$ cat config.mk
export PLATFORM = sky130hd
export DESIGN_NAME = fifo_rr_scheduler
export DESIGN_NICKNAME = d
export VERILOG_FILES = /design/src/rtl/fifo_rr_scheduler.sv
export SDC_FILE = /design/constraint.sdc
export NUM_CORES = 1
export LEC_CHECK = 0
export BUFFER_PORTS_ARGS = -buffer_cell sky130_fd_sc_hd__buf_2
export CELL_PAD_IN_SITES_DETAIL_PLACEMENT = 2
export CELL_PAD_IN_SITES_GLOBAL_PLACEMENT = 2
export CORE_ASPECT_RATIO = 0.7
export CORE_MARGIN = 1
export CORE_UTILIZATION = 24
export DETAILED_ROUTE_END_ITERATION = 8
export GPL_TIMING_DRIVEN = 1
export PLACE_DENSITY_LB_ADDON = 0.2
export REMOVE_ABC_BUFFERS = 1
export SETUP_SLACK_MARGIN = 0.1
export SYNTH_ARGS = -nofsm -noshare
export SYNTH_HDL_FRONTEND = slang
export SYNTH_SLANG_ARGS = --single-unit
$ cat constraint.sdc
create_clock -name clk -period 1.5 [get_ports clk]
set_input_delay 0.15 -clock clk [delete_from_list [all_inputs] [get_ports clk]]
set_output_delay 0.15 -clock clk [all_outputs]
set_load 0.01 [all_outputs]
$ cat src/rtl/fifo_rr_scheduler.sv
// Round-robin mover from four input FIFOs to four output FIFOs, one word per
// ARB -> READ -> WRITE pass; the two MSBs of each word select the output FIFO.
module fifo_rr_scheduler #(
  parameter int DATA_WIDTH = 6,
  parameter int CNT_WIDTH  = 8
) (
  input  logic                    clk,
  input  logic                    reset_L,
  input  logic [3:0]              in_empty,
  input  logic [4*DATA_WIDTH-1:0] in_data,
  input  logic [3:0]              out_pause,
  input  logic [3:0]              out_full,
  input  logic                    enable,
  output logic [3:0]              pop,
  output logic [3:0]              push,
  output logic [DATA_WIDTH-1:0]   data_out,
  output logic [1:0]              grant,
  output logic                    busy,
  output logic [CNT_WIDTH-1:0]    xfer_count,
  output logic [1:0]              fsm_state
);

  // Flow control: pop/push are one-cycle strobes with no ready return; a pop
  // is only issued when the input is non-empty, and a push only when the
  // addressed output is not full (pause gates new grants, not pushes).

  typedef enum logic [1:0] {
    ARB   = 2'd0,
    READ  = 2'd1,
    WRITE = 2'd2
  } state_t;

  state_t                  state, state_nx;
  logic [3:0]              pop_nx, push_nx;
  logic [DATA_WIDTH-1:0]   data_nx;
  logic [1:0]              grant_nx;
  logic [CNT_WIDTH-1:0]    cnt_nx;
  logic [1:0]              rr_idx, cand, dest;
  logic                    rr_found;

  assign fsm_state = state;
  assign dest      = data_out[DATA_WIDTH-1:DATA_WIDTH-2];

  // Search starts one past the last grant; the last grant itself is checked last.
  always_comb begin
    rr_idx   = grant;
    rr_found = 1'b0;
    cand     = '0;
    for (int k = 1; k <= 4; k++) begin
      cand = grant + 2'(k);
      if (!rr_found && !in_empty[cand]) begin
        rr_idx   = cand;
        rr_found = 1'b1;
      end
    end
  end

  always_comb begin
    state_nx = state;
    pop_nx   = '0;
    push_nx  = '0;
    data_nx  = data_out;
    grant_nx = grant;
    cnt_nx   = xfer_count;
    case (state)
      ARB: begin
        if (enable && (out_pause == 4'b0000) && rr_found) begin
          grant_nx = rr_idx;
          pop_nx   = 4'b0001 << rr_idx;
          state_nx = READ;
        end
      end
      READ: begin
        data_nx  = in_data[int'(grant)*DATA_WIDTH +: DATA_WIDTH];
        state_nx = WRITE;
      end
      WRITE: begin
        if (!out_full[dest]) begin
          push_nx  = 4'b0001 << dest;
          cnt_nx   = xfer_count + CNT_WIDTH'(1);
          state_nx = ARB;
        end
      end
      default: state_nx = ARB;
    endcase
  end

  always_ff @(posedge clk or negedge reset_L) begin
    if (!reset_L) begin
      state      <= ARB;
      pop        <= '0;
      push       <= '0;
      data_out   <= '0;
      grant      <= 2'd3;
      busy       <= 1'b0;
      xfer_count <= '0;
    end else begin
      state      <= state_nx;
      pop        <= pop_nx;
      push       <= push_nx;
      data_out   <= data_nx;
      grant      <= grant_nx;
      busy       <= (state_nx != ARB);
      xfer_count <= cnt_nx;
    end
  end

endmodule

Yosys cells after proc, flatten, opt, wreduce, memory -nomap -nowiden --
Index checks and enable logic that the tools add are counted.
Storage, ports and cells: register bits after elaboration 27, latch bits 0, memory bits (writable) 0, ROM bits 0, word-level logic and storage cells 63, memories kept 0
Cells by class: $add $sub $neg 4, multiply operators 1, divide/modulo/power cells 0, $lt $le $gt $ge 5, equality and inequality tests 2, shift-type cells 3, mux-type cells 25, bitwise operators 1, reductions and logical operators 15
Operators with widths (number):
- 24-bit by 6-bit indexed part select with 6-bit output | 1
- 4-bit 2-to-1 mux | 4
- 2-bit by 3-bit less-than comparator with 1-bit output, second input constant | 5
- 2-bit 2-to-1 mux | 6
- 1-bit binary-select mux with 2-bit select | 5
- 1-bit 2-to-1 mux | 9
- 8-bit by 1-bit adder with 8-bit output, second input constant | 1
- 1-bit by 2-bit << shifter with 4-bit output, first input constant | 2
- 2-bit one-hot mux with 3 select lines | 1
- 1-bit logical AND | 5
- 1-bit logical NOT | 5
- 2-bit adder, second input constant | 2
- 4-bit logical NOT | 1
- 2-bit by 2-bit multiplier with 4-bit output, second input constant | 1
- 2-bit AND reduction | 2
- 2-bit by 1-bit adder with 2-bit output, second input constant | 1
- 2-bit by 1-bit equality test with 1-bit output, second input constant | 1
- 2-bit equality test, second input constant | 1
- 2-bit logical NOT | 1
- 2-bit nonzero test | 1
- 1-bit inverter | 1

Depth between registers and ports, before layout --
Gate-level depths: netlist of the first run.
word-level depth 16, mapped depth 5, depth with buffers taken out 4

Least setup slack after synthesis of the first run --
Ideal clock, no wire load.
kind reg-to-reg, start register grant[0], end register data_out[5], library setup time 0.131 ns, data arrival time 1.429 ns, required time 1.369 ns, setup slack -0.060 ns, stages on the path, launching flop included 5, buffers on the path 1, clock period less this slack 1.560 ns, cell sequence dfstp_2 buf_2 mux4_2 nand2_1 o21ai_1
Between the ends: word-level cells in the longest chain between the ends 2
Ends and longest elaborated chain:
- from (decl) | RTL line 17 | output logic [1:0] grant,
- from (signal assigned) | RTL line 102 | grant <= grant_nx;
- 2-bit by 2-bit multiplier with 4-bit output | RTL line 74 | data_nx = in_data[int'(grant)*DATA_WIDTH +: DATA_WIDTH];
- 24-bit by 6-bit indexed part select with 6-bit output | RTL line 74
- to (signal assigned) | RTL line 101 | data_out <= data_nx;
- to (decl) | RTL line 16 | output logic [DATA_WIDTH-1:0] data_out,
No other way between the ends. A chain may end at the register's enable or synchronous reset.

Worst setup path after layout of the first run --
Same ends and word-level chain as after synthesis.

==> metrics.md, run 1 <==
| Metric | Value |
|---|---|
| Initial DRC count | 45 |
| #FFs+latches synth | 27 |
| Peak VDD IR | 0.000382 V |
| Slew margin rel. | 59.3% |
| DRC | 0 |
| Fin Hold WS | 59.3 ps |
| Util after Layout | 39.5% |
| Yosys top cell area share | 47.5% |
| # diodes | 0 |
| Post-synthesis cell type count | 37 |
| Final Instance Area | 2080 µm² |
| Hold crit path type | input pin to flop |
| Worst setup margin | -18.8 ps |
| Number of global-route vias before repair | 1421 |
| CP endpoint kind | flop |
| CP required | 1640 ps |
| GP Congestion | 0.730 |
| Most area-consuming cells after synthesis | dfrtp_1 48%, mux4_2 10%, nand2_1 5.7% |
| Pre-antenna DRT Iters | 4 |
| Average size of a mapped cell | 11.8 µm² |
| CP Max Fanout | 7 |
| Clock sinks | 27 |
| First-pass GRT wire length | 7130 µm |
| Syn. warnings | 0 |
| I/O Buffers | 65 |
| Synth Area in Compound Gates | 4.56% |
| Mapped Area | 1320 µm² |
| MaxCap Viol Count | 0 |
| DP HPWL | 3230 µm |
| Boundary Pins | 66 |
| Layout area overhead | 57.8% |
| CORE AREA | 5260 µm² |
| Routed len/inst | 16.8 µm |
| Fin crit period | 1520 ps |
| Reg clk slew, reported paths | 90 ps |
| Final Max Slew Viols | 0 |
| Worst-margin pin slew | 611 ps |
| Simple-gate share of the synthesized area | 21.8% |
| Die height | 64.0 µm |
| Most common cell after layout, fill and taps aside | buf_2 |
| Leading area contributor after synthesis | dfrtp_1 |
| Antenna violations before repair | 0 |
| WP data arrival | 1660 ps |
| Clk buf depth | 2 |
| Routed wire length | 4550 µm |
| Vias | 1229 |
| GRT Util Overall | 16.0% |
| Die area | 5790 µm² |
| CTS Buf Count | 3 |
| Main combinational cell family by area after synthesis | simple AND/OR/NAND/NOR gates |
| CTS tree | done |
| DP Area | 1800 µm² |
| Skew final | 3.29 ps |
| RSZ-0062 raised after global routing | yes |
| Max Freq | 658 MHz |
| Chip Width | 90.5 µm |
| Tcrit/Tclk final | 101% |
| Root buffer selected by CTS | clkbuf_8 |
| Site Rows | 22 |
| DR vias/cell | 4.54 |
| Final ANT Viol Nets | 0 |
| Post-synthesis mux area share | 15.0% |
| Largest net degree at the start of global routing | 28 |
| Total power divided by cell area | 1300 nW/µm² |
| Worst Path Class, Setup | flop to flop |
| Pleak | 1.06 nW |
| Status | finished with violations |
| Mapped Cells | 112 |
| Initial Utilization | 25.0% |
| Layout Cells excl Fill | 271 |
| Layout Nets | 240 |
| Sequential share of the synthesized area | 51.5% |
| CP startpoint kind | flop |
| Final Hold Fails | 0 |
| Share of layout cells above drive strength 1 | 61.3% |
| Cells after DPL | 256 |
| Failing checks | negative setup slack |
| Endpoints failing setup | 3 |
| Area share of fa/ha/maj cells after synthesis | 0.951% |
| Most frequent cells in the layout | 65 x buf_2, 25 x dfrtp_1, 19 x nand2_1, 14 x buf_4 |
| Clock Latency Late Sink | 270 ps |
| Total grt overflow | 0 |
| Post-Synth XOR/XNOR Area | 4.66% |
| CTS HTree Levels | 1 |
[timing repair]
| action | in CTS | in global routing |
|---|---|---|
| resized for setup | 12 | 14 |
| endpoints found under the setup margin | 22 | 22 |
| hold buffers | 1 | 0 |
| endpoints found under the hold margin | 25 | 0 |
| pin swaps | 9 | 9 |
| gates cloned | 0 | 1 |
| buffers inserted | 7 | 2 |
[sequential cells by signal, summed over array words and instances, names as in the netlist]
register / count
data_out: 6
push: 4
xfer_count: 8
pop: 4
grant: 2
busy: 1
fsm_state: 2
[routing by layer]
layer	track usage, %	vias to the layer above	share of wire, %
met4	3.63	0	0.66
li1	-	569	-
met1	19.5	610	43
met5	0	-	0
met2	29.7	48	51
met3	2.50	2	5.8
[cell families (layout without fill, tap and decap cells)]
logic type	Yosys count	in the layout
adders and majority gates	1	1
and+or+nand+nor	54	54
DFF	27	27
AOI/OAI and AO/OA	7	7
muxes	11	11
xor gates and xnor gates	7	7
buffers and inverters	5	92
[synth_stat cells (all sizes together)]
master,n
o21ai,2
inv,3
o211ai,1
nor3b,2
and2,1
clkbuf,1
nand4,4
mux2i,1
xor2,1
a2bb2oi,1
and3,2
a21oi,1
dfstp,2
o2bb2ai,1
o22ai,1
nor2,6
or3b,1
nand2,20
nand2b,2
or4b,1
nor2b,4
mux4,6
nand3,5
or2,1
dfrtp,25
xnor2,6
nand3b,1
buf,1
nor3,3
mux2,4
ha,1
nor4b,1
[stage by stage]
step	setup WS, ps	power, W	TNS [ps]
after CTS	-36.0	0.00258	-114
after detailed placement	-34.9	0.00201	-86.1
after floorplan	-44.8	0.00154	-44.8
after global routing	-120	0.00287	-896
after global placement	-9.11	0.00195	-9.11
final	-18.8	0.00270	-25.6
[power by group]
part / total (W) / leakage, nW / switching (W) / internal, W
sequential: 0.00106 / 0.351 / 0.000177 / 0.000880
combinational: 0.00124 / 0.686 / 0.000548 / 0.000691
clock: 0.000407 / 0.0228 / 0.000217 / 0.000190
total: 0.00270 / 1.06 / 0.000943 / 0.00176
[cell type report]
cell class | instances | area, µm²
fill | 573 | 3180
tap | 72 | 90.1
clock buffer | 4 | 45.0
multi-input combinational | 80 | 724
inverter | 3 | 11.3
timing repair buffer | 85 | 528
sequential | 27 | 678
[worst paths after layout]
kind	startpoint	end	slack, ps	depth (start not counted)
worst max-delay path	grant[0]	data_out[5]	-20	4
min in group asynchronous	reset_L	push[3]	430	2
max in group asynchronous	reset_L	data_out[5]	670	2
worst min-delay path	out_full[3]	push[3]	60	2
worst min register to register	xfer_count[7]	xfer_count[7]	480	1
worst max register to register	grant[0]	data_out[5]	-20	4
[critical path, cell delays in order, from the launching register on]
cell and delay, ps:
dfstp_2 590, buf_12 150, mux4_2 500, nand2_1 90
o21ai_1 70
(Power assumes the default switching activity.)
==> run 2, diff against run 1 <==
- GPL_TIMING_DRIVEN: 1 -> 0
- SLEW_MARGIN: unset -> 25
==> run 2 against run 1 <==
Net effect:
- worst hold slack lost 22 ps
- register-to-register slack got worse by 60 ps
- first-iteration DRC count is 42% lower
- the flow still finishes with violations (negative setup slack)
- non-clock buffer count is 1 lower
- global-route usage fell by 1.1 points
- critical path type unchanged
- final area rose by 0.90%
- via count fell by 0.81%
- die area unchanged
- routed wire length is 11% lower
- clock skew is 6.5 ps higher
- sequential power hardly changed
==> metrics.md, run 2 (synthesized netlist as in run 1, its figures left out) <==
| Metric | Value |
|---|---|
| Largest net degree at the start of global routing | 28 |
| Worst setup margin | -76.7 ps |
| I/O Buffers | 65 |
| DRC | 0 |
| Status | finished with violations |
| Final total power | 0.00269 W |
| RSZ-0062 raised after global routing | yes |
| CTS Buf Count | 3 |
| Peak VDD IR | 0.000426 V |
| Final ANT Viol Nets | 0 |
| Cells after DPL | 247 |
| Most common cell after layout, fill and taps aside | buf_2 |
| Clock Latency Late Sink | 280 ps |
| Max FFs per register | 8 |
| Layout Cells excl Fill | 270 |
| CP startpoint kind | flop |
| Layout area overhead | 59.2% |
| Initial Utilization | 25.0% |
| Pre-CTS WS | -165 ps |
| Most frequent cells in the layout | 65 x buf_2, 22 x dfrtp_1, 16 x nand2_1, 11 x buf_4, 6 x mux4_2 |
| Tcrit/Tclk final | 105% |
| Final Max Slew Viols | 0 |
| First-pass GRT wire length | 6760 µm |
| Pre-antenna DRT Iters | 3 |
| Failing checks | negative setup slack |
| GRT Util Overall | 14.9% |
| Util after Layout | 39.9% |
| Routed wire length | 4070 µm |
| Chip Width | 90.5 µm |
| Slew margin rel. | 59.9% |
| Fin crit period | 1580 ps |
| Pleak | 1.05 nW |
| Vias | 1219 |
| Die height | 64.0 µm |
| Max stage delay on crit path | 450 ps |
| Clock sinks | 27 |
| CP required | 1660 ps |
| Endpoints failing setup | 10 |
| Reg clk slew, reported paths | 100 ps |
| Final Hold Fails | 0 |
| Boundary Pins | 66 |
| Top reg by flops | xfer_count |
| CTS HTree Levels | 1 |
| Max Freq | 634 MHz |
| DR vias/cell | 4.51 |
| GP Congestion | 0.708 |
| CTS tree | done |
| Worst-margin pin slew | 602 ps |
| Critical-path cell list | mux2_4 > o22ai_4 > buf_4 > mux2_1 |
| CORE AREA | 5260 µm² |
| Total grt overflow | 0 |
| CP endpoint kind | flop |
| WP buf/inv | 1 |
| Biggest regs | xfer_count: 8 flops, data_out: 6 flops |
| Die area | 5790 µm² |
| Root buffer selected by CTS | clkbuf_8 |
| DP HPWL | 2960 µm |
| Site Rows | 22 |
| Routed len/inst | 15.1 µm |
| Number of global-route vias before repair | 1353 |
| # diodes | 0 |
| WP data arrival | 1730 ps |
| Initial DRC count | 26 |
| Layout Nets | 239 |
| Cell family with most CP delay | multiplexers |
| Worst Path Class, Setup | flop to flop |
| MaxCap Viol Count | 0 |
| Total power divided by cell area | 1280 nW/µm² |
| Antenna violations before repair | 0 |
| Hold crit path type | input pin to flop |
| Share of layout cells above drive strength 1 | 63.1% |
| Fin Setup TNS | -302 ps |
| Skew final | 9.77 ps |
| Slowest cell on crit path | dfrtp_2 |
| Clk buf depth | 2 |
| CP Max Fanout | 4 |
## run 2: worst register-to-register path, cell delays in order, from the launching register on
cell     delay, ps
dfrtp_2        450
mux2_4         330
o22ai_4        230
buf_4          150
mux2_1         300
## run 2: metal layers
layer / track usage, % / routed length [µm] / up-vias
met5: 0 / 0 / -
met4: 2.42 / 19 / 0
met3: 4.17 / 236 / 2
met2: 24.5 / 1990 / 44
met1: 19.9 / 1820 / 603
li1: - / - / 570
## run 2: layout make-up
| cell class | instances | area (µm²) |
|---|---|---|
| multi-input combinational | 80 | 743 |
| fill | 586 | 3160 |
| clock buffer | 3 | 41.3 |
| sequential | 27 | 689 |
| inverter | 3 | 11.3 |
| timing repair buffer | 84 | 513 |
| clock inverter | 1 | 7.51 |
| tap | 72 | 90.1 |
## run 2: final timing paths
check / from / to / slack, ps / cells after the start
min: out_full[1] / push[1] / 40 / 2
max reg2reg: data_out[4] / xfer_count[1] / -80 / 4
max: data_out[4] / xfer_count[1] / -80 / 4
min reg2reg: xfer_count[7] / xfer_count[7] / 480 / 1
max in group asynchronous: reset_L / data_out[4] / 650 / 2
min in group asynchronous: reset_L / xfer_count[7] / 400 / 2
## run 2: metrics by stage
step | hold WS, ps | cell area [µm²]
finish | 37.1 | 2100
detailed placement | 197 | 1720
CTS | 28.4 | 2010
global route | 29.5 | 2100
floorplan | -146 | 1310
global placement | 184 | 1720
## run 2: what timing repair did
item                                   CTS  global route
resized for setup                       25            14
pin swaps                               15             7
setup endpoints to repair               23            22
setup buffers                           16             2
hold buffers                             1             0
endpoints found under the hold margin   25             0
## run 2: report_power, final
part           leakage [nW]  switching, W  internal, W
Sequential            0.348      0.000192     0.000898
Clock                0.0217      0.000233     0.000189
Combinational         0.683      0.000521     0.000654
Total                  1.05      0.000946      0.00174
==> run 3, diff against run 2 <==
- CORE_UTILIZATION: 24 -> 26
- clock period: 1.5 -> 1.8 ns (I/O delays scaled with it)
==> run 3 against run 2 <==
Net effect:
- the flow now finishes without violations
- non-clock buffer count is 17 lower
- critical path depth decreased by 1
- clock skew shrank 5.7 ps
- sequential power fell by 14%
- routed wire length down 11%
- core utilization shrank 2.8 points
- via count decreased by 8.7%
- sequential share of layout area rose by 5.0 points
- sequential cell count stayed put
- register-to-register slack gained 260 ps
- die area fell by 7.5%
==> metrics.md, run 3 (synthesized netlist as in run 1, its figures left out) <==
| Metric | Value |
|---|---|
| Status | completed |
| Most common cell after layout, fill and taps aside | buf_2 |
| Fillers | 543 |
| WP data arrival | 1780 ps |
| Total power divided by cell area | 1050 nW/µm² |
| Layout area overhead | 36.0% |
| DP Area | 1720 µm² |
| Initial Utilization | 27.2% |
| Root buffer selected by CTS | clkbuf_8 |
| Antenna violations before repair | 0 |
| CP startpoint kind | flop |
| CORE AREA | 4830 µm² |
| Clock Latency Late Sink | 270 ps |
| Peak VDD IR | 0.000396 V |
| GP Congestion | 0.657 |
| Register Area | 678 µm² |
| Max Freq | 619 MHz |
| Comb pwr share | 32.4% |
| Max FFs per register | 8 |
| Worst setup margin | 184 ps |
| Layout Cells excl Fill | 250 |
| Sw frac | 34.3% |
| CP endpoint kind | flop |
| Number of global-route vias before repair | 1167 |
| Worst-margin pin slew | 617 ps |
| Clk pwr share | 18.1% |
| Top reg by flops | xfer_count |
| Endpoints failing setup | 0 |
| Slew margin rel. | 58.8% |
| RSZ-0062 raised after global routing | no |
| Multi-input gate area | 627 µm² |
| Clock sinks | 27 |
| Initial DRC count | 33 |
| Final Instance Area | 1790 µm² |
| DP HPWL | 2800 µm |
| I/O Buffers | 65 |
| Layout Nets | 222 |
| Hold crit path type | input pin to flop |
| CTS tree | done |
| Worst Path Class, Setup | flop to flop |
| CTS HTree Levels | 1 |
| Final Hold Fails | 0 |
| Total grt overflow | 0 |
| Clk buf depth | 2 |
| CP Max Fanout | 8 |
| Util after Layout | 37.0% |
| Fin Setup TNS | 0 ps |
| Routed len/inst | 14.5 µm |
| Final Max Slew Viols | 0 |
| Boundary Pins | 66 |
| Pre-antenna DRT Iters | 4 |
| Fin crit period | 1620 ps |
| Max stage delay on crit path | 460 ps |
| Int Pwr | 0.00124 W |
| Pre-CTS WS | 169 ps |
| Vias | 1113 |
| Tcrit/Tclk final | 89.8% |
| Switching power | 0.000645 W |
| Die height | 61.5 µm |
| CTS Buf Count | 3 |
| DRC | 0 |
| Site Rows | 21 |
| Most frequent cells in the layout | 65 x buf_2, 25 x dfrtp_1, 20 x nand2_1, 6 x xnor2_1, 6 x mux4_2 |
| CP required | 1960 ps |
| Final ANT Viol Nets | 0 |
| # diodes | 0 |
| MaxCap Viol Count | 0 |
| Die area | 5360 µm² |
| First-pass GRT wire length | 5710 µm |
| Share of layout cells above drive strength 1 | 48.6% |
| Seq pwr share | 49.6% |
| Skew final | 4.04 ps |
| Reg clk slew, reported paths | 90 ps |
| GRT Util Overall | 14.2% |
| Cells after DPL | 244 |
| Pleak | 0.919 nW |
| DR vias/cell | 4.45 |
| Slowest cell on crit path | dfrtp_1 |
| Chip Width | 87.0 µm |
| Biggest regs | xfer_count: 8 flops, data_out: 6 flops |
| Largest net degree at the start of global routing | 28 |
| Critical-path cell list | or3b_4 > o22ai_4 > mux2_1 |
| Routed wire length | 3640 µm |
==> run 3: routing by layer <==
metal / track usage, % / wire (µm)
met2: 25.3 / 1800
met1: 18.1 / 1680
met3: 3.08 / 140
met5: 0 / 0
met4: 2.86 / 14
==> run 3: area by class of cell <==
class | instances | share of cell area (%)
flip-flops and latches | 27 | 37.9
multi-input cells | 80 | 35.0
repair buffers | 67 | 19.1
well taps | 69 | 4.82
clock buffers | 4 | 2.52
inverters | 3 | 0.629
==> run 3: path summary, 6_finish.rpt <==
path	from	end	slack (ps)	cells past startpoint
worst min-delay path	out_full[2]	push[2]	70	2
worst min register to register	xfer_count[7]	xfer_count[7]	480	1
max in group asynchronous	reset_L	data_out[3]	950	2
min in group asynchronous	reset_L	xfer_count[7]	440	2
worst max register to register	fsm_state[0]	xfer_count[1]	180	3
worst max-delay path	fsm_state[0]	xfer_count[1]	180	3
==> run 3: through the flow <==
step / hold WS (ps) / total power, W
after floorplan: -116 / 0.00129
after global placement: 220 / 0.00153
after detailed placement: 240 / 0.00156
after CTS: 57.9 / 0.00192
after global routing: 61.3 / 0.00201
final: 74.8 / 0.00188
==> run 3: repair_timing <==
| item | in CTS | in global routing |
|---|---|---|
| hold buffers | 1 | 0 |
| hold endpoints to repair | 25 | 0 |
| setup endpoints to repair | 0 | 5 |
| resized for setup | 0 | 2 |
| setup buffers | 0 | 1 |
==> run 3: critical path, delay by kind of cell, from the launching register on <==
kind	cells	cell delay (ps)
AND/OR/NAND/NOR	1	460
AO/OA/AOI/OAI	1	250
flip-flops	1	460
multiplexers	1	350
==> run 3: power by group through the flow <==
stage                     registers (W)  logic, W  clock network [W]
after global placement         0.000936  0.000597                  0
after floorplan                0.000957  0.000329                  0
after global routing           0.000964  0.000671           0.000379
final                          0.000933  0.000609           0.000340
after CTS                      0.000941  0.000616           0.000368
after detailed placement       0.000951  0.000608                  0
